## src/rtl/scroll_text_engine_if.sv

```systemverilog
// Bus bundle for scroll_text_engine: word input stream, column output stream
// and the font ROM lookup port. The engine connects through the slave view
// and the surrounding system (host, display, font ROM) uses the master view.
interface scroll_text_engine_if #(
    parameter int WORD_W     = 7,
    parameter int GLYPH_COLS = 8,
    parameter int COL_W      = 8
) ();
    // word input stream
    logic                          in_valid;
    logic [WORD_W-1:0]             in_data;
    logic                          in_ready;
    // column output stream
    logic                          out_valid;
    logic                          out_ready;
    logic [COL_W-1:0]              out_col;
    logic                          out_last;
    // font ROM lookup (combinational ROM outside the engine)
    logic [WORD_W-2:0]             font_idx;
    logic [$clog2(GLYPH_COLS)-1:0] font_col;
    logic [COL_W-1:0]              font_data;

    modport slave (
        input  in_valid, in_data, out_ready, font_data,
        output in_ready, out_valid, out_col, out_last, font_idx, font_col
    );

    modport master (
        output in_valid, in_data, out_ready, font_data,
        input  in_ready, out_valid, out_col, out_last, font_idx, font_col
    );
endinterface

```

## src/rtl/scroll_text_engine.sv

```systemverilog
// Scrolling-text column generator. Stores a message of encoded words while
// idle, then plays it out one display column per output handshake. Raw words
// produce a single column; glyph words are expanded through an external
// combinational font ROM into GLYPH_COLS columns.
module scroll_text_engine #(
    parameter int WORD_W     = 7,
    parameter int DEPTH      = 32,
    parameter int GLYPH_COLS = 8,
    parameter int COL_W      = 8
) (
    input  logic                   clk,
    input  logic                   rst_n,
    scroll_text_engine_if.slave    bus,
    input  logic                   clear,
    input  logic                   play,
    input  logic                   abort,
    input  logic                   loop_en,
    output logic [$clog2(DEPTH):0] count,
    output logic                   busy
);
    localparam int CNT_W = $clog2(DEPTH) + 1;
    localparam int PTR_W = $clog2(DEPTH);
    localparam int GC_W  = $clog2(GLYPH_COLS);

    localparam logic [CNT_W-1:0] LEN_ONE  = CNT_W'(1);
    localparam logic [CNT_W-1:0] LEN_FULL = CNT_W'(DEPTH);
    localparam logic [PTR_W-1:0] PTR_ONE  = PTR_W'(1);
    localparam logic [GC_W-1:0]  COL_ONE  = GC_W'(1);
    localparam logic [GC_W-1:0]  COL_LAST = GC_W'(GLYPH_COLS - 1);

    localparam logic [0:0] ST_IDLE = 1'b0;
    localparam logic [0:0] ST_PLAY = 1'b1;

    // state
    logic [0:0]        r_state;
    logic [CNT_W-1:0]  r_len;
    logic [PTR_W-1:0]  r_rd_ptr;
    logic [GC_W-1:0]   r_col;
    logic              r_more;      // at least one column still to be loaded
    logic              r_out_valid;
    logic [COL_W-1:0]  r_out_col;
    logic              r_out_last;
    logic [WORD_W-1:0] r_buf [DEPTH];

    // combinational helpers
    logic              w_idle;
    logic              w_play;
    logic              w_in_ready;
    logic              w_wr;
    logic [CNT_W-1:0]  w_len_next;
    logic              w_start;
    logic [WORD_W-1:0] w_word;
    logic              w_is_glyph;
    logic              w_word_last_col;
    logic              w_msg_last_word;
    logic [COL_W-1:0]  w_raw_col;
    logic [COL_W-1:0]  w_col_val;
    logic              w_hs;
    logic              w_load;
    logic              w_done;
    logic              w_abort;

    assign w_idle  = (r_state == ST_IDLE);
    assign w_play  = (r_state == ST_PLAY);

    // Writes are only taken while idle, not full and not being cleared.
    assign w_in_ready = w_idle & (r_len < LEN_FULL) & !clear;
    assign w_wr       = bus.in_valid & w_in_ready;

    // Length after this edge; clear wins over a same-cycle write.
    always_comb begin
        w_len_next = r_len;
        if (w_idle) begin
            if (clear) begin
                w_len_next = '0;
            end else if (w_wr) begin
                w_len_next = r_len + LEN_ONE;
            end
        end
    end

    // play counts a word written in the same cycle, so look at the next length
    assign w_start = w_idle & play & (w_len_next != '0);

    // Current word and its column value
    assign w_word          = r_buf[r_rd_ptr];
    assign w_is_glyph      = w_word[WORD_W-1];
    assign w_word_last_col = !w_is_glyph | (r_col == COL_LAST);
    assign w_msg_last_word = ({1'b0, r_rd_ptr} == (r_len - LEN_ONE));

    // Raw column is the 6-bit payload shifted left by one, zero-extended.
    genvar gi;
    generate
        for (gi = 0; gi < COL_W; gi++) begin : g_raw_col
            if (gi >= 1 && gi < WORD_W) begin : g_payload
                assign w_raw_col[gi] = w_word[gi-1];
            end else begin : g_zero
                assign w_raw_col[gi] = 1'b0;
            end
        end
    endgenerate

    assign w_col_val = w_is_glyph ? bus.font_data : w_raw_col;

    // Output-side handshake, load and end-of-message conditions
    assign w_hs    = r_out_valid & bus.out_ready;
    assign w_abort = w_play & abort;
    assign w_load  = w_play & r_more & !abort & (!r_out_valid | bus.out_ready);
    assign w_done  = w_play & !r_more & w_hs;

    // Font ROM address follows the read position; parked at 0 when idle or raw.
    assign bus.font_idx = (w_play & w_is_glyph) ? w_word[WORD_W-2:0] : '0;
    assign bus.font_col = (w_play & w_is_glyph) ? r_col : '0;

    assign bus.in_ready  = w_in_ready;
    assign bus.out_valid = r_out_valid;
    assign bus.out_col   = r_out_col;
    assign bus.out_last  = r_out_last;
    assign count         = r_len;
    assign busy          = w_play;

    // IDLE/PLAY sequencing
    always_ff @(posedge clk or negedge rst_n) begin
        if (!rst_n) begin
            r_state <= ST_IDLE;
        end else if (w_start) begin
            r_state <= ST_PLAY;
        end else if (w_abort | w_done) begin
            r_state <= ST_IDLE;
        end
    end

    // Message length counter
    always_ff @(posedge clk or negedge rst_n) begin
        if (!rst_n) begin
            r_len <= '0;
        end else begin
            r_len <= w_len_next;
        end
    end

    // Message storage; contents are don't-care after reset, so no reset here.
    always_ff @(posedge clk) begin
        if (w_wr) begin
            r_buf[r_len[PTR_W-1:0]] <= bus.in_data;
        end
    end

    // Read position: advances by one column on every output load
    always_ff @(posedge clk or negedge rst_n) begin
        if (!rst_n) begin
            r_rd_ptr <= '0;
            r_col    <= '0;
            r_more   <= 1'b0;
        end else if (w_start) begin
            r_rd_ptr <= '0;
            r_col    <= '0;
            r_more   <= 1'b1;
        end else if (w_load) begin
            if (w_word_last_col) begin
                r_col <= '0;
                if (w_msg_last_word) begin
                    if (loop_en) begin
                        r_rd_ptr <= '0;
                    end else begin
                        r_more <= 1'b0;
                    end
                end else begin
                    r_rd_ptr <= r_rd_ptr + PTR_ONE;
                end
            end else begin
                r_col <= r_col + COL_ONE;
            end
        end
    end

    // Output register: refills on a free slot, holds under backpressure
    always_ff @(posedge clk or negedge rst_n) begin
        if (!rst_n) begin
            r_out_valid <= 1'b0;
            r_out_col   <= '0;
            r_out_last  <= 1'b0;
        end else if (w_abort) begin
            r_out_valid <= 1'b0;
            r_out_last  <= 1'b0;
        end else if (w_load) begin
            r_out_valid <= 1'b1;
            r_out_col   <= w_col_val;
            r_out_last  <= w_word_last_col & w_msg_last_word;
        end else if (w_hs) begin
            r_out_valid <= 1'b0;
            r_out_last  <= 1'b0;
        end
    end
endmodule

```

## src/flat_wrapper.sv

```systemverilog
// flat-port wrapper written by rule: the top's interface ports become plain ports
module scroll_text_engine_flat 
#(
    parameter int WORD_W     = 7,
    parameter int DEPTH      = 32,
    parameter int GLYPH_COLS = 8,
    parameter int COL_W      = 8
)
  (clk, rst_n, clear, play, abort, loop_en, count, busy, bus_in_valid, bus_in_data, bus_out_ready, bus_font_data, bus_in_ready, bus_out_valid, bus_out_col, bus_out_last, bus_font_idx, bus_font_col);
  scroll_text_engine_if #(.WORD_W(WORD_W), .GLYPH_COLS(GLYPH_COLS), .COL_W(COL_W)) bus_i ();
  input  logic clk;
  input  logic rst_n;
  input  logic clear;
  input  logic play;
  input  logic abort;
  input  logic loop_en;
  output logic [$clog2(DEPTH):0] count;
  output logic busy;
  input wire logic [$bits(bus_i.in_valid)-1:0] bus_in_valid;
  input wire logic [$bits(bus_i.in_data)-1:0] bus_in_data;
  input wire logic [$bits(bus_i.out_ready)-1:0] bus_out_ready;
  input wire logic [$bits(bus_i.font_data)-1:0] bus_font_data;
  output wire logic [$bits(bus_i.in_ready)-1:0] bus_in_ready;
  output wire logic [$bits(bus_i.out_valid)-1:0] bus_out_valid;
  output wire logic [$bits(bus_i.out_col)-1:0] bus_out_col;
  output wire logic [$bits(bus_i.out_last)-1:0] bus_out_last;
  output wire logic [$bits(bus_i.font_idx)-1:0] bus_font_idx;
  output wire logic [$bits(bus_i.font_col)-1:0] bus_font_col;
  assign bus_i.in_valid = bus_in_valid;
  assign bus_i.in_data = bus_in_data;
  assign bus_i.out_ready = bus_out_ready;
  assign bus_i.font_data = bus_font_data;
  assign bus_in_ready = bus_i.in_ready;
  assign bus_out_valid = bus_i.out_valid;
  assign bus_out_col = bus_i.out_col;
  assign bus_out_last = bus_i.out_last;
  assign bus_font_idx = bus_i.font_idx;
  assign bus_font_col = bus_i.font_col;
  scroll_text_engine #(.WORD_W(WORD_W), .DEPTH(DEPTH), .GLYPH_COLS(GLYPH_COLS), .COL_W(COL_W)) u_core (.clk(clk), .rst_n(rst_n), .bus(bus_i), .clear(clear), .play(play), .abort(abort), .loop_en(loop_en), .count(count), .busy(busy));
endmodule
```

## config.mk

```make
export PLATFORM = sky130hd
export DESIGN_NAME = scroll_text_engine_flat
export DESIGN_NICKNAME = d
export VERILOG_FILES = /design/src/rtl/scroll_text_engine_if.sv /design/src/rtl/scroll_text_engine.sv /design/src/flat_wrapper.sv
export SDC_FILE = /design/constraint.sdc
export NUM_CORES = 1
export LEC_CHECK = 0
export ABC_AREA = 1
export BUFFER_PORTS_ARGS = -buffer_cell sky130_fd_sc_hd__buf_2
export CORE_MARGIN = 2
export CORE_UTILIZATION = 50
export CTS_BUF_LIST = sky130_fd_sc_hd__clkbuf_16
export DETAILED_ROUTE_END_ITERATION = 12
export PLACE_DENSITY = 0.75
export SLEW_MARGIN = 20
export SYNTH_ARGS = -nofsm -noshare
export SYNTH_HDL_FRONTEND = slang
export SYNTH_SLANG_ARGS = --single-unit
```

## constraint.sdc

```tcl
create_clock -name clk -period 2.6 [get_ports clk]
set_input_delay 0.39 -clock clk [delete_from_list [all_inputs] [get_ports clk]]
set_output_delay 0.39 -clock clk [all_outputs]
set_load 0.02 [all_outputs]
```

# Word-level counts from Yosys, hierarchy flattened
# Memory sizes are Yosys's and may differ from the RTL's.
# Cells that the tools add are included.
classes:
  add_sub_neg: 4
  magnitude_cmp: 1
  eq_ne: 4
  mux: 28
  n_bitwise: 19
  n_reduce_logical: 14
op_table:
  columns: ["operator", "count"]
  rows:
  - ["2-to-1 mux 5 bit", 5]
  - ["2-to-1 mux 6 bit", 4]
  - ["AND 1 bit", 14]
  - ["2-to-1 mux 1 bit", 14]
  - ["2-to-1 mux 3 bit", 4]
  - ["2-to-1 mux 8 bit", 1]
  - ["nonzero test 2 bit", 4]
  - ["adder 6 x 1 -> 6 bit (second input constant)", 1]
  - ["== test 5 x 6 -> 1 bit", 1]
  - ["< comparator 6 bit (second input constant)", 1]
  - ["nonzero test 6 bit", 1]
  - ["subtractor 6 x 1 -> 6 bit (second input constant)", 1]
  - ["adder 5 x 1 -> 5 bit (second input constant)", 1]
  - ["logical NOT 1 bit", 5]
  - ["AND reduction 4 bit", 1]
  - ["adder 3 x 1 -> 3 bit (second input constant)", 1]
  - ["== test 3 bit (second input constant)", 1]
  - ["inequality test 3 x 2 -> 1 bit (second input constant)", 1]
  - ["OR 1 bit", 3]
  - ["AND reduction 3 bit", 1]
  - ["nonzero test 3 bit", 1]
  - ["inequality test 2 x 1 -> 1 bit (second input constant)", 1]
  - ["inverter 1 bit", 2]
  - ["AND reduction 2 bit", 1]
totals:
  ff_bits: 26
  mem_bits_rw: 224
  input_bits: 23
  output_inout_bits: 27
  word_cells: 79
  n_memories: 1
memory_table:
  columns: ["memory", "depth", "width", "rd", "rd_ports_with_merged_regs", "wr", "line", "source"]
  rows:
  - ["u_core.r_buf", 32, 7, 1, 0, 1, "scroll_text_engine.sv:43", "logic [WORD_W-1:0] r_buf [DEPTH];"]

# Depth between registers and ports, before layout
# Gate-level depths: netlist of the first run.
logic_depth:
  depth_word: 11
  mapped_depth: 15
  depth_no_buf: 15

# Worst setup path before layout of the first run
# No wires, ideal clock.
synth_timing:
  kind: "reg2reg"
  from: "register u_core.r_len[0], in the netlist u_core.count[0]"
  to: "register u_core.r_more"
  setup_time_ns: 0.120
  arrival_time_ns: 1.877
  setup_slack_ns: 0.602
  path_stages_with_launch: 15
  path_buffers: 1
  cell_sequence: "dfrtp_1 > inv_1 > ha_1 > nand2_1 > inv_1 > nand2_1 > nand2_1 > nand2_1 > nand2_1 > nor2_1 > and2_1 > buf_4 > nand3_2 > o21ai_1 > nand2_1"
synth_via:
  elab_chain_cells: 11
  elab_cells_between_ends: 18
  classes_between: "2 x add/sub; 1 x order compare; 2 x eq/ne; 4 x mux; 4 x bitwise; 5 x reduce/logical"
synth_rtl:
  columns: ["item", "line", "source"]
  rows:
  - ["start, declared", "scroll_text_engine.sv:36", "logic [CNT_W-1:0] r_len;"]
  - ["start signal, assigned", "scroll_text_engine.sv:138", "r_len <= w_len_next;"]
  - ["< comparator 6 bit", "scroll_text_engine.sv:67", "assign w_in_ready = w_idle & (r_len < LEN_FULL) & !clear;"]
  - ["AND 1 bit (2 in series)", "scroll_text_engine.sv:67", null]
  - ["AND 1 bit", "scroll_text_engine.sv:68", "assign w_wr = bus.in_valid & w_in_ready;"]
  - ["2-to-1 mux 6 bit", "scroll_text_engine.sv:76", "end else if (w_wr) begin"]
  - ["2-to-1 mux 6 bit", "scroll_text_engine.sv:74", "if (clear) begin"]
  - ["2-to-1 mux 6 bit", "scroll_text_engine.sv:73", "if (w_idle) begin"]
  - ["nonzero test 6 bit", "scroll_text_engine.sv:83", "assign w_start = w_idle & play & (w_len_next != '0);"]
  - ["AND 1 bit", "scroll_text_engine.sv:83", null]
  - ["inequality test 2 x 1 -> 1 bit (no line) / nonzero test 2 bit (equally long branches)", null, null]
  - ["AND reduction 4 bit (no line)", null, null]
  - ["end signal, assigned", "scroll_text_engine.sv:154", "r_more <= 1'b0;"]
  - ["end signal, assigned", "scroll_text_engine.sv:158", "r_more <= 1'b1;"]
  - ["end signal, assigned", "scroll_text_engine.sv:166", "r_more <= 1'b0;"]
  - ["end, declared", "scroll_text_engine.sv:39", "logic r_more;"]
# Parallel ways exist; a longest one is shown, timed or not.
# A chain may end at the register's enable or synchronous reset.

# Worst setup path in the final report of the first run
layout_timing:
  from: "register u_core.r_rd_ptr[0]"
  to: "output port bus_font_idx[4]"
layout_via:
  elab_chain_cells: 3
layout_rtl:
  columns: ["item", "line", "source"]
  rows:
  - ["start, declared", "scroll_text_engine.sv:37", "logic [PTR_W-1:0] r_rd_ptr;"]
  - ["start signal, assigned", "scroll_text_engine.sv:169", "r_rd_ptr <= r_rd_ptr + PTR_ONE;"]
  - ["memory read (32 x 7 bit) (*)", null, null]
  - ["AND 1 bit", "scroll_text_engine.sv:112", "assign bus.font_idx = (w_play & w_is_glyph) ? w_word[WORD_W-2:0] : '0;"]
  - ["2-to-1 mux 6 bit (*)", "scroll_text_engine.sv:112", null]
  - ["end, declared", "flat_wrapper.sv:27", "output wire logic [$bits(bus_i.font_idx)-1:0] bus_font_idx;"]
# Mark *: on every way between the ends. The rest lies on a longest branch, timed or not.

==> results of run 1 <==
cell type report:
class / instances / share of cell area, %
Inverter: 37 / 1.16
Timing Repair Buffer: 131 / 9.46
Sequential cell: 250 / 55.8
Clock buffer: 26 / 4.91
Multi-Input combinational cell: 689 / 24.9
Tap cell: 280 / 2.65
Clock inverter: 18 / 1.16
cell usage in the layout, fill, tap and decap left out, drive strengths merged:
cell type    synthesis  routed
a21oi                6       6
and2                 1       1
buf                 52     127
bufbuf               0       2
bufinv               0       3
clkbuf               3      27
clkinv               0      11
clkinvlp             0       1
dfrtp               26      26
dlygate4sd3          0       1
edfxtp             224     224
ha                   7       7
inv                 37      40
nand2              360     360
nand3              214     215
nand3b               1       1
nand4                8       8
nor2                68      68
nor3                 1       1
o21ai               19      19
xnor2                1       1
xor2                 2       2
power by group through the flow:
stage                     Combinational, mW  Clock, mW  Sequential [mW]
final                                  4.61       3.57             4.69
after global routing                   4.98       3.75             4.71
after CTS                              4.38       3.59             4.69
after detailed placement               3.48          0             4.74
after global placement                 3.42          0             4.73
after floorplan                        2.38          0             4.80
synthesized netlist by cell type (2+ instances only):
cell type                  number  area share [%]
sky130_fd_sc_hd__nand2_1      357              12
sky130_fd_sc_hd__edfxtp_1     224              62
sky130_fd_sc_hd__nand3_1      209             9.6
sky130_fd_sc_hd__nor2_1        66             2.3
sky130_fd_sc_hd__inv_1         34             1.2
sky130_fd_sc_hd__buf_2         29             1.3
sky130_fd_sc_hd__dfrtp_1       26             6.0
sky130_fd_sc_hd__buf_4         15             1.0
sky130_fd_sc_hd__o21ai_0       11            0.50
sky130_fd_sc_hd__buf_6          8            0.82
sky130_fd_sc_hd__nand4_1        8            0.46
sky130_fd_sc_hd__o21ai_1        8            0.37
sky130_fd_sc_hd__ha_1           7            0.80
sky130_fd_sc_hd__a21oi_1        6            0.27
sky130_fd_sc_hd__nand3_2        4            0.37
sky130_fd_sc_hd__nand2_2        3            0.17
sky130_fd_sc_hd__clkbuf_1       2           0.069
sky130_fd_sc_hd__inv_2          2           0.069
sky130_fd_sc_hd__nor2_4         2            0.21
sky130_fd_sc_hd__xor2_1         2            0.16
how the worst min path moves through the flow:
stage,endpoint,slack [ns],cells past startpoint
finish,u_core.bus.out_valid$_DFFE_PN0P_,0.12,4
CTS,u_core.bus.out_valid$_DFFE_PN0P_,0.12,4
global route,u_core.bus.out_col[2]$_DFFE_PN0P_,0.13,3
detailed placement,u_core.r_col[1]$_DFFE_PN0P_,0.44,1
floorplan,u_core.bus.out_col[0]$_DFFE_PN0P_,0.09,0
global placement,u_core.bus.out_col[7]$_DFFE_PN0P_,0.43,1
critical path, stage by stage, from the launching register on:
cell                      delay [ns]
sky130_fd_sc_hd__dfrtp_4        0.58
sky130_fd_sc_hd__inv_12         0.16
sky130_fd_sc_hd__buf_12         0.14
sky130_fd_sc_hd__nand2_1        0.06
sky130_fd_sc_hd__nand3_1        0.08
sky130_fd_sc_hd__nand3_1        0.09
sky130_fd_sc_hd__nand2_2        0.10
sky130_fd_sc_hd__nand2_2        0.07
sky130_fd_sc_hd__nand3_4        0.15
sky130_fd_sc_hd__nand3_4        0.17
sky130_fd_sc_hd__nor2_4         0.17
sky130_fd_sc_hd__buf_6          0.12
sequential cells by signal, indices dropped and copies added, names as in the netlist:
name	count
u_core.r_buf	224
u_core.bus.out_col	8
u_core.count	6
u_core.r_rd_ptr	5
u_core.r_col	3
u_core.bus.out_last	1
u_core.bus.out_valid	1
u_core.busy	1
u_core.r_more	1
timing repair:
action | CTS | global route
pin swaps | 23 | 12
gates cloned | 8 | 1
hold buffers | 1 | 0
gates resized for setup | 76 | 20
setup buffers | 11 | 4
setup endpoints to repair | 9 | 9
hold endpoints to repair | 26 | 0
routing by layer:
layer | vias to the layer above | global-route usage [%]
met2 | 419 | 40.8
met4 | 0 | 9.61
met5 | - | 0
li1 | 3739 | -
met3 | 78 | 3.68
met1 | 3937 | 32.0
cell families (layout without fill, tap and decap cells):
group	Yosys count	count (layout)
simple gates	653	654
fa+ha+maj	7	7
compound gates	25	25
flops	250	250
xor+xnor	3	3
buf+inv	92	212
metrics by stage:
stage | hold slack, ns | total power [mW] | util [%] | instance area [sq um] | instances
final | 0.125 | 12.9 | 61.2 | 13200 | 1431
after global routing | 0.134 | 13.4 | 61.2 | 13200 | 1431
after CTS | 0.124 | 12.7 | 60.6 | 13100 | 1426
after detailed placement | 0.436 | 8.22 | 54.1 | 11700 | 1362
after global placement | 0.431 | 8.15 | 54.1 | 11700 | 1362
after floorplan | 0.0944 | 7.18 | - | 10900 | 1030
==> results.md, run 1 <==
- Net count of the mapped netlist: 1060
- Post-DP HPWL: 16600 microns
- Die Y-Extent: 152 microns
- Hold violation total from the final report: 0
- Clock latency at the later pin of the worst-skew pair: 0.53 ns
- TritonCTS sink count: 250
- Complex-gate fraction of the synthesized area: 1.15%
- Worst path required time: 2.21 ns
- DRC violations left: 0
- Maximum fanout along the worst path: 9
- Flops & latches, synth: 250
- Period utilization: 108%
- Row cnt: 54
- CTS tree: done
- Dominant combinational cell family by area after synthesis: simple AND/OR/NAND/NOR gates
- Met2 layer wire length in the routed design: 14200 microns
- Post-route worst setup slack: -0.200 ns
- Most used DFF post-synth: sky130_fd_sc_hd__edfxtp_1
- FF-to-FF setup slack: 0.16 ns
- Fmax achieved: 0.357 GHz
- Gr ovfl total: 0
- Starting density of the core: 50.5%
- Time the worst path needs with I/O delays and setup: 2.80 ns
- Worst hold path class: input port to register
- Portion of netlist area occupied by mux cells: 0%
- Final net count: 1164
- Adder-Cell Fraction of Synth Area: 0.802%
- Worst Path Class, Setup: register to output pin
- Worst setup slack before clock tree synthesis: 0.0842 ns
- Switching power as a share of total power: 34.4%
- Drt wl/cell: 20.0 microns
- Number of top-level pins: 50
- Setup-violating endpoint count in the final report: 9
- Launch instance of the worst register-to-register path: u_core.r_rd_ptr[0]$_DFFE_PN0P_
- Crit end category: output pin
- Worst Path Arrival: 2.41 ns
- Static Leak: 5.25 nW
- Switching power: 4.43 mW
- Simple-gate portion of the synthesized area: 25.7%
- Number of global-route vias before repair: 8012
- Count of cells along the worst register-to-register path: 13
- Internal power contribution: 8.44 mW
- Detailed-route wire length: 28600 microns
- IO buf count: 49
- Antenna Diode Count: 0
- Number of clock buffers inserted by TritonCTS: 25
- Top layer reached by signal wires: met4
- Final total negative setup slack: -1.73 ns
- Startpoint Class: register
- Violation count after the first detailed-routing iteration: 874
- Slew Viols, Final: 0
- Portion of total power attributed to combinational logic: 35.8%
- H-tree levels: 1
- Antenna violations before repair: 0
- First-pass GRT wire length: 43800 microns
- GRT Overall Usage: 24.3%
- Status: finished, violations left
- Buffer depth of the longest clock path: 3
- Seq. cell area: 7380 sq um
- Share of total power in the clock network: 27.7%
- Hold path startpoint: bus_out_ready
- Area of the placeable core: 21600 sq um
- Syn Area/Cell: 10.6 sq um
- Post-Route M1 WL: 10800 microns
- Instance count of the mapped netlist: 1030
- Met3 wire length: 2430 microns
- Synth Warn #: 0
- Fill count: 1670
- Seq pwr share: 36.5%
- Clock input transition at the sequential cells of the worst setup and hold paths: 0.06 ns
- Transition time at the pin with the least slew margin: 0.742 ns
- Worst Clk Skew: 0.00745 ns
- Number of nets with antenna violations after routing: 0
- Worst VDD drop: 0.463 mV
- Root buffer selected by CTS: sky130_fd_sc_hd__clkbuf_16
- Post-synthesis instance area: 10900 sq um
- Share of synthesized area occupied by flip-flops and latches: 67.5%
- Final GP Congestion: 0.841
- Vias per std cell: 5.71
- Vias after detailed routing: 8173
- Synthesized-area fraction occupied by xor and xnor cells: 0.241%
- X dimension of the die: 152 microns
- Capture point of the worst reg-to-reg path: u_core.r_rd_ptr[0]$_DFFE_PN0P_
- Number of optimization iterations in the first detailed-route pass: 6
- Critical Path End: bus_font_idx[4]
- Maximum Capacitance Violations: 0
- Pin count of the biggest net entering global routing: 61
- DIE AREA: 23000 sq um
- Slew HR: 50.5%
- Fraction of layout cells with a size suffix above 1: 20.1%
- Netlist cell types: 27
- Area used by multi-input combinational logic: 3290 sq um
- RSZ-0062 raised after global routing: yes
- Violated checks: negative setup slack
- Share of synthesized flip-flops with an asynchronous set or reset: 10.4%
- Total power density per cell area: 972 nW/um^2
- Timing startpoint of the critical path: u_core.r_rd_ptr[0]$_DFFE_PN0P_
- Relative area change from synthesis to final layout: 21.2%
- EDFF count, synth: 224
(Power assumes the default switching activity.)
==> run 2: changes to the inputs <==
Settings changed: CORE_ASPECT_RATIO from default to 1.1, MAX_ROUTING_LAYER from default to met4.
==> results.md, run 2 (synthesized netlist as in run 1, its figures left out) <==
- Status: finished, violations left (unchanged)
- Violated checks: negative setup slack (unchanged)
- Number of nets with antenna violations after routing: 0 (unchanged)
- Fmax achieved: 0.356 GHz (was 0.357 GHz)
- Hold violation total from the final report: 0 (unchanged)
- Pin count of the biggest net entering global routing: 43 (was 61)
- Detailed-route wire length: 29900 microns (was 28600 microns)
- Die Y-Extent: 159 microns (was 152 microns)
- Transition time at the pin with the least slew margin: 0.672 ns (was 0.742 ns)
- Maximum Capacitance Violations: 0 (unchanged)
- Maximum fanout along the worst path: 5 (was 9)
- Worst Clk Skew: 0.0115 ns (was 0.00745 ns)
- Setup-violating endpoint count in the final report: 9 (unchanged)
- Seq. cell area: 7380 sq um (unchanged)
- Area of the placeable core: 21400 sq um (was 21600 sq um)
- Gr ovfl total: 0 (unchanged)
- RSZ-0062 raised after global routing: yes (unchanged)
- Crit path cell chain: buf_12, inv_12, buf_12, clkbuf_16, nand2_1, nand3_1, nand3_1, nand2_1, nand2_1, nand2_1, o21ai_4, nor2_4, buf_6 (was inv_12, buf_12, nand2_1, nand3_1, nand3_1, nand2_2, nand2_2, nand3_4, nand3_4, nor2_4, buf_6)
- GRT Overall Usage: 25.9% (was 24.3%)
- Hold slack final: 0.124 ns (was 0.125 ns)
- Antenna Diode Count: 0 (unchanged)
- Share of total power in the clock network: 26.9% (was 27.7%)
- Area used by multi-input combinational logic: 3460 sq um (was 3290 sq um)
- Final net count: 1166 (was 1164)
- Seq pwr share: 34.7% (was 36.5%)
- Total power density per cell area: 992 nW/um^2 (was 972 nW/um^2)
- CTS tree: done (unchanged)
- Row cnt: 56 (was 54)
- Time the worst path needs with I/O delays and setup: 2.81 ns (was 2.80 ns)
- Drt wl/cell: 20.7 microns (was 20.0 microns)
- Clock latency at the later pin of the worst-skew pair: 0.52 ns (was 0.53 ns)
- DIE AREA: 23000 sq um (about the same)
- DRC violations left: 0 (unchanged)
- Fill count: 1533 (was 1670)
- Startpoint Class: register (unchanged)
- Number of optimization iterations in the first detailed-route pass: 6 (unchanged)
- Clock input transition at the sequential cells of the worst setup and hold paths: 0.06 ns (about the same)
- Highest-count cells in the layout ignoring fill and taps: 323 x sky130_fd_sc_hd__nand2_1, 224 x sky130_fd_sc_hd__edfxtp_1, 173 x sky130_fd_sc_hd__nand3_1 (was 341 x sky130_fd_sc_hd__nand2_1, 224 x sky130_fd_sc_hd__edfxtp_1, 186 x sky130_fd_sc_hd__nand3_1)
- X dimension of the die: 145 microns (was 152 microns)
- First-pass GRT wire length: 45200 microns (was 43800 microns)
- Internal power contribution: 8.70 mW (was 8.44 mW)
- Crit path buffers/inverters: 5 (was 3)
- Period utilization: 108% (about the same)
- Switching power as a share of total power: 35.3% (was 34.4%)
- Relative area change from synthesis to final layout: 24.1% (was 21.2%)
- Stage delay of the slowest cell on the critical path: 0.53 ns (was 0.58 ns)
- Number of top-level pins: 50 (unchanged)
- Fraction of layout cells with a size suffix above 1: 24.1% (was 20.1%)
- Worst Path Class, Setup: register to output pin (unchanged)
- Post-route worst setup slack: -0.208 ns (was -0.200 ns)
- Commonest non-fill, non-tap cell in the layout: sky130_fd_sc_hd__nand2_1 (unchanged)
- Worst Path Arrival: 2.42 ns (was 2.41 ns)
- Vias after detailed routing: 8476 (was 8173)
- Delay-heaviest family, CP: simple AND/OR/NAND/NOR gates (unchanged)
- Number of clock buffers inserted by TritonCTS: 24 (was 25)
- Cell repeated most along the worst path: sky130_fd_sc_hd__nand2_1
- Antenna violations before repair: 0 (unchanged)
- Final total negative setup slack: -1.73 ns (about the same)
- Slowest cell on the critical path: sky130_fd_sc_hd__dfrtp_4 (unchanged)
- Final design utilization: 63.4% (was 61.2%)
- Number of global-route vias before repair: 8085 (was 8012)
- Slew HR: 55.2% (was 50.5%)
- Buffer depth of the longest clock path: 3 (unchanged)
- Starting density of the core: 51.1% (was 50.5%)
- Flip-flop count of the largest register after layout: 224 (unchanged)
- IO buf count: 49 (unchanged)
- Static Leak: 5.37 nW (was 5.25 nW)
- Slew Viols, Final: 0 (unchanged)
- Root buffer selected by CTS: sky130_fd_sc_hd__clkbuf_16 (unchanged)
- Worst VDD drop: 0.425 mV (was 0.463 mV)
- Worst hold path class: input port to register (unchanged)
- TritonCTS sink count: 250 (unchanged)
- Vias per std cell: 5.87 (was 5.71)
- Switching power: 4.75 mW (was 4.43 mW)
- Violation count after the first detailed-routing iteration: 1006 (was 874)
- Worst path required time: 2.21 ns (about the same)
- H-tree levels: 1 (unchanged)
- Portion of total power attributed to combinational logic: 38.4% (was 35.8%)
- Final GP Congestion: 0.928 (was 0.841)
- Post-DP HPWL: 16000 microns (was 16600 microns)
- Crit end category: output pin (unchanged)
==> run 2: power by group through the flow <==
stage / sequential (mW) / combinational (mW) / clock, mW
detailed placement: 4.73 / 3.43 / 0
CTS: 4.65 / 4.74 / 3.62
floorplan: 4.80 / 2.38 / 0
global placement: 4.72 / 3.37 / 0
finish: 4.67 / 5.17 / 3.62
global route: 4.68 / 5.52 / 3.79
==> run 2: repair_timing <==
item                                   4_1_cts  5_1_grt
hold buffers                                 1        0
setup endpoints to repair                    9        9
cloned                                      12        4
pin swaps                                   37       17
gates resized for setup                     98       46
endpoints found under the hold margin       26        0
setup buffers                               19        5
==> run 2: layout make-up <==
cell class	count	share of cell area, %
inverter	37	1.12
sequential	250	54.5
multi-input combinational	689	25.5
clock inverter	16	0.904
timing repair buffer	133	10.0
timing repair inverter	1	0.120
clock buffer	28	5.17
tap	290	2.68
==> run 2: tightest hold or removal path, cell delays in order <==
cell	delay (ns)
sky130_fd_sc_hd__buf_2	0.07
sky130_fd_sc_hd__nor2_1	0.03
sky130_fd_sc_hd__o21ai_1	0.11
==> run 2: path summary, 6_finish.rpt <==
check                                                    end  slack, ns                               from  cells after the start
max in group asynchronous     u_core.r_rd_ptr[0]$_DFFE_PN0P_       1.70                              rst_n                      2
hold / removal             u_core.bus.out_col[5]$_DFFE_PN0P_       0.12                   bus_font_data[5]                      3
setup reg to reg              u_core.r_rd_ptr[1]$_DFFE_PN0P_       0.02     u_core.r_rd_ptr[0]$_DFFE_PN0P_                     16
hold reg to reg            u_core.bus.out_col[7]$_DFFE_PN0P_       0.48  u_core.bus.out_col[7]$_DFFE_PN0P_                      2
min in group asynchronous     u_core.r_rd_ptr[1]$_DFFE_PN0P_       0.43                              rst_n                      2
setup / recovery                             bus_font_idx[4]      -0.21     u_core.r_rd_ptr[0]$_DFFE_PN0P_                     13
==> run 2: through the flow <==
step	instance area, sq um	worst slack [ns]	power (mW)	std cells
CTS	13300	-0.151	13.0	1437
finish	13600	-0.208	13.5	1444
global route	13600	-0.302	14.0	1444
detailed placement	11600	0.261	8.16	1363
global placement	11600	0.269	8.10	1363
floorplan	10900	0.602	7.18	1030
==> run 2: routing by layer <==
metal / wire length, microns / global-route usage (%) / vias to the layer above
li1: - / - / 3750
met1: 11500 / 33.7 / 4079
met2: 14500 / 41.1 / 555
met3: 2770 / 3.93 / 92
met4: 1120 / 10.7 / 0
met5: 0 / - / -
==> run 3: changes to the inputs <==
Settings changed: CORE_ASPECT_RATIO 1.1 to default.
==> results.md, run 3 (synthesized netlist as in run 1, its figures left out) <==
- Worst Clk Skew: 0.0192 ns (was 0.0115 ns)
- Row cnt: 54 (was 56)
- Worst Path Class, Setup: register to output pin (unchanged)
- Layout Cells excl Fill: 1435 (was 1444)
- Violated checks: negative setup slack (unchanged)
- Antenna violations before repair: 0 (unchanged)
- Highest-count cells in the layout ignoring fill and taps: 307 x sky130_fd_sc_hd__nand2_1, 224 x sky130_fd_sc_hd__edfxtp_1, 158 x sky130_fd_sc_hd__nand3_1 (was 323 x sky130_fd_sc_hd__nand2_1, 224 x sky130_fd_sc_hd__edfxtp_1, 173 x sky130_fd_sc_hd__nand3_1)
- Final Instance Area: 13600 sq um (about the same)
- Antenna Diode Count: 0 (unchanged)
- TritonCTS sink count: 250 (unchanged)
- Worst path required time: 2.21 ns (about the same)
- Number of top-level pins: 50 (unchanged)
- Cell depth of the worst min-delay path: 3 (unchanged)
- Worst Path Arrival: 2.48 ns (was 2.42 ns)
- Area of the placeable core: 21600 sq um (was 21400 sq um)
- Clock input transition at the sequential cells of the worst setup and hold paths: 0.06 ns (about the same)
- Maximum fanout along the worst path: 8 (was 5)
- Transition time at the pin with the least slew margin: 0.766 ns (was 0.672 ns)
- Period utilization: 110% (was 108%)
- Hold slack final: 0.110 ns (was 0.124 ns)
- Number of clock buffers inserted by TritonCTS: 27 (was 24)
- Post-Place Cell Area: 11700 sq um (was 11600 sq um)
- Final design utilization: 63.0% (was 63.4%)
- Post-DP HPWL: 16100 microns (was 16000 microns)
- Final GP Congestion: 0.849 (was 0.928)
- GRT Overall Usage: 24.9% (was 25.9%)
- Clock latency at the later pin of the worst-skew pair: 0.55 ns (was 0.52 ns)
- Flip-flop count of the largest register after layout: 224 (unchanged)
- Worst VDD drop: 0.708 mV (was 0.425 mV)
- Maximum Capacitance Violations: 0 (unchanged)
- Number of cells after detailed placement: 1358 (was 1363)
- Violation count after the first detailed-routing iteration: 803 (was 1006)
- Number of optimization iterations in the first detailed-route pass: 5 (was 6)
- DIE AREA: 23000 sq um (about the same)
- Total power density per cell area: 973 nW/um^2 (was 992 nW/um^2)
- Fill count: 1605 (was 1533)
- X dimension of the die: 152 microns (was 145 microns)
- DRC violations left: 0 (unchanged)
- Fraction of layout cells with a size suffix above 1: 25.9% (was 24.1%)
- Pin count of the biggest net entering global routing: 34 (was 43)
- Gr ovfl total: 0 (unchanged)
- Number of nets with antenna violations after routing: 0 (unchanged)
- Starting density of the core: 50.5% (was 51.1%)
- Slew HR: 48.9% (was 55.2%)
- Time the worst path needs with I/O delays and setup: 2.87 ns (was 2.81 ns)
- RSZ-0062 raised after global routing: yes (unchanged)
- Final total negative setup slack: -2.09 ns (was -1.73 ns)
- Setup-violating endpoint count in the final report: 9 (unchanged)
- Buffer depth of the longest clock path: 3 (unchanged)
- IO buf count: 49 (unchanged)
- Vias after detailed routing: 8342 (was 8476)
- Crit end category: output pin (unchanged)
- Detailed-route wire length: 30300 microns (was 29900 microns)
- Number of global-route vias before repair: 8144 (was 8085)
- Commonest non-fill, non-tap cell in the layout: sky130_fd_sc_hd__nand2_1 (unchanged)
- Startpoint Class: register (unchanged)
- Hold violation total from the final report: 0 (unchanged)
- Die Y-Extent: 152 microns (was 159 microns)
- Root buffer selected by CTS: sky130_fd_sc_hd__clkbuf_16 (unchanged)
- Drt wl/cell: 21.1 microns (was 20.7 microns)
- Relative area change from synthesis to final layout: 24.6% (was 24.1%)
- Status: finished, violations left (unchanged)
- Static Leak: 5.40 nW (was 5.37 nW)
- Post-route worst setup slack: -0.271 ns (was -0.208 ns)
- CTS tree: done (unchanged)
- Worst hold path class: input port to register (unchanged)
- Slew Viols, Final: 0 (unchanged)
- Fmax achieved: 0.348 GHz (was 0.356 GHz)
- Vias per std cell: 5.81 (was 5.87)
- Count of cells along the worst register-to-register path: 14 (was 16)
- H-tree levels: 1 (unchanged)
- First-pass GRT wire length: 43900 microns (was 45200 microns)
- Final net count: 1165 (was 1166)
[run 3: changes by cell type in the layout (fill, tap and decap cells not counted), moves of 3 or more]
cell / delta
sky130_fd_sc_hd__clkinv_1: +3
sky130_fd_sc_hd__nand2_4: +5
sky130_fd_sc_hd__buf_16: -3
sky130_fd_sc_hd__inv_1: +5
sky130_fd_sc_hd__nand2_1: -16
sky130_fd_sc_hd__nand2_2: +11
sky130_fd_sc_hd__nand3_2: +15
sky130_fd_sc_hd__nand3_1: -15
sky130_fd_sc_hd__buf_12: -5
sky130_fd_sc_hd__clkbuf_16: +3
sky130_fd_sc_hd__clkinvlp_4: +3
sky130_fd_sc_hd__inv_2: -5
sky130_fd_sc_hd__buf_8: +3
[run 3: metrics by stage]
step                      worst slack, ns  total power [mW]
after floorplan                     0.602              7.18
after global placement              0.165              8.08
after detailed placement            0.118              8.15
after CTS                          -0.194              12.3
after global routing               -0.309              13.8
final                              -0.271              13.3
[run 3: critical path: stages, from the launching register on]
cell and delay (ns):
sky130_fd_sc_hd__dfrtp_4 0.56, sky130_fd_sc_hd__buf_8 0.19, sky130_fd_sc_hd__clkbuf_16 0.16, sky130_fd_sc_hd__nand2_2 0.04, sky130_fd_sc_hd__nand3_1 0.06, sky130_fd_sc_hd__nand3_1 0.12, sky130_fd_sc_hd__nand2_1 0.11, sky130_fd_sc_hd__nand2_2 0.06
sky130_fd_sc_hd__nand3_4 0.13, sky130_fd_sc_hd__nand3_4 0.19, sky130_fd_sc_hd__nor2_4 0.17, sky130_fd_sc_hd__buf_6 0.12
[run 3: routing by layer]
layer,vias up,share of wire [%],global-route usage (%)
li1,3751,-,-
met1,4008,38,31.4
met2,484,49,40.2
met3,99,9.2,5.99
met4,0,3.7,7.79
met5,-,0,-
[run 3: power by group]
part           switching (mW)  internal [mW]  leakage, nW
registers               0.164           4.53         2.35
logic                    3.07           1.96         2.63
clock network            1.55           1.98        0.418
[run 3: worst paths after layout]
| check | start | end | slack (ns) |
|---|---|---|---|
| setup / recovery | u_core.r_rd_ptr[0]$_DFFE_PN0P_ | bus_font_col[1] | -0.27 |
| hold / removal | bus_font_data[7] | u_core.bus.out_col[7]$_DFFE_PN0P_ | 0.11 |
| setup reg to reg | u_core.r_rd_ptr[0]$_DFFE_PN0P_ | u_core.r_rd_ptr[0]$_DFFE_PN0P_ | 0.12 |
| hold reg to reg | u_core.bus.out_col[3]$_DFFE_PN0P_ | u_core.bus.out_col[3]$_DFFE_PN0P_ | 0.48 |
| max in group asynchronous | rst_n | u_core.r_rd_ptr[0]$_DFFE_PN0P_ | 1.73 |
| min in group asynchronous | rst_n | u_core.r_rd_ptr[0]$_DFFE_PN0P_ | 0.41 |
[run 3: what timing repair did]
action / CTS / global route
hold buffers: 1 / 0
setup buffers: 4 / 8
resized for setup: 43 / 130
pin swaps: 2 / 57
hold endpoints to repair: 26 / 0
endpoints found under the setup margin: 9 / 9
cloned: 7 / 9
[run 3: final cells by class]
| cell class | count | area [sq um] | area share (%) |
|---|---|---|---|
| inverters | 37 | 154 | 1.13 |
| clock buffers | 27 | 676 | 4.96 |
| repair inverters | 1 | 8.76 | 0.0643 |
| multi-input cells | 689 | 3600 | 26.4 |
| well taps | 280 | 350 | 2.57 |
| clock inverters | 22 | 130 | 0.956 |
| repair buffers | 129 | 1320 | 9.68 |
| flip-flops and latches | 250 | 7380 | 54.2 |
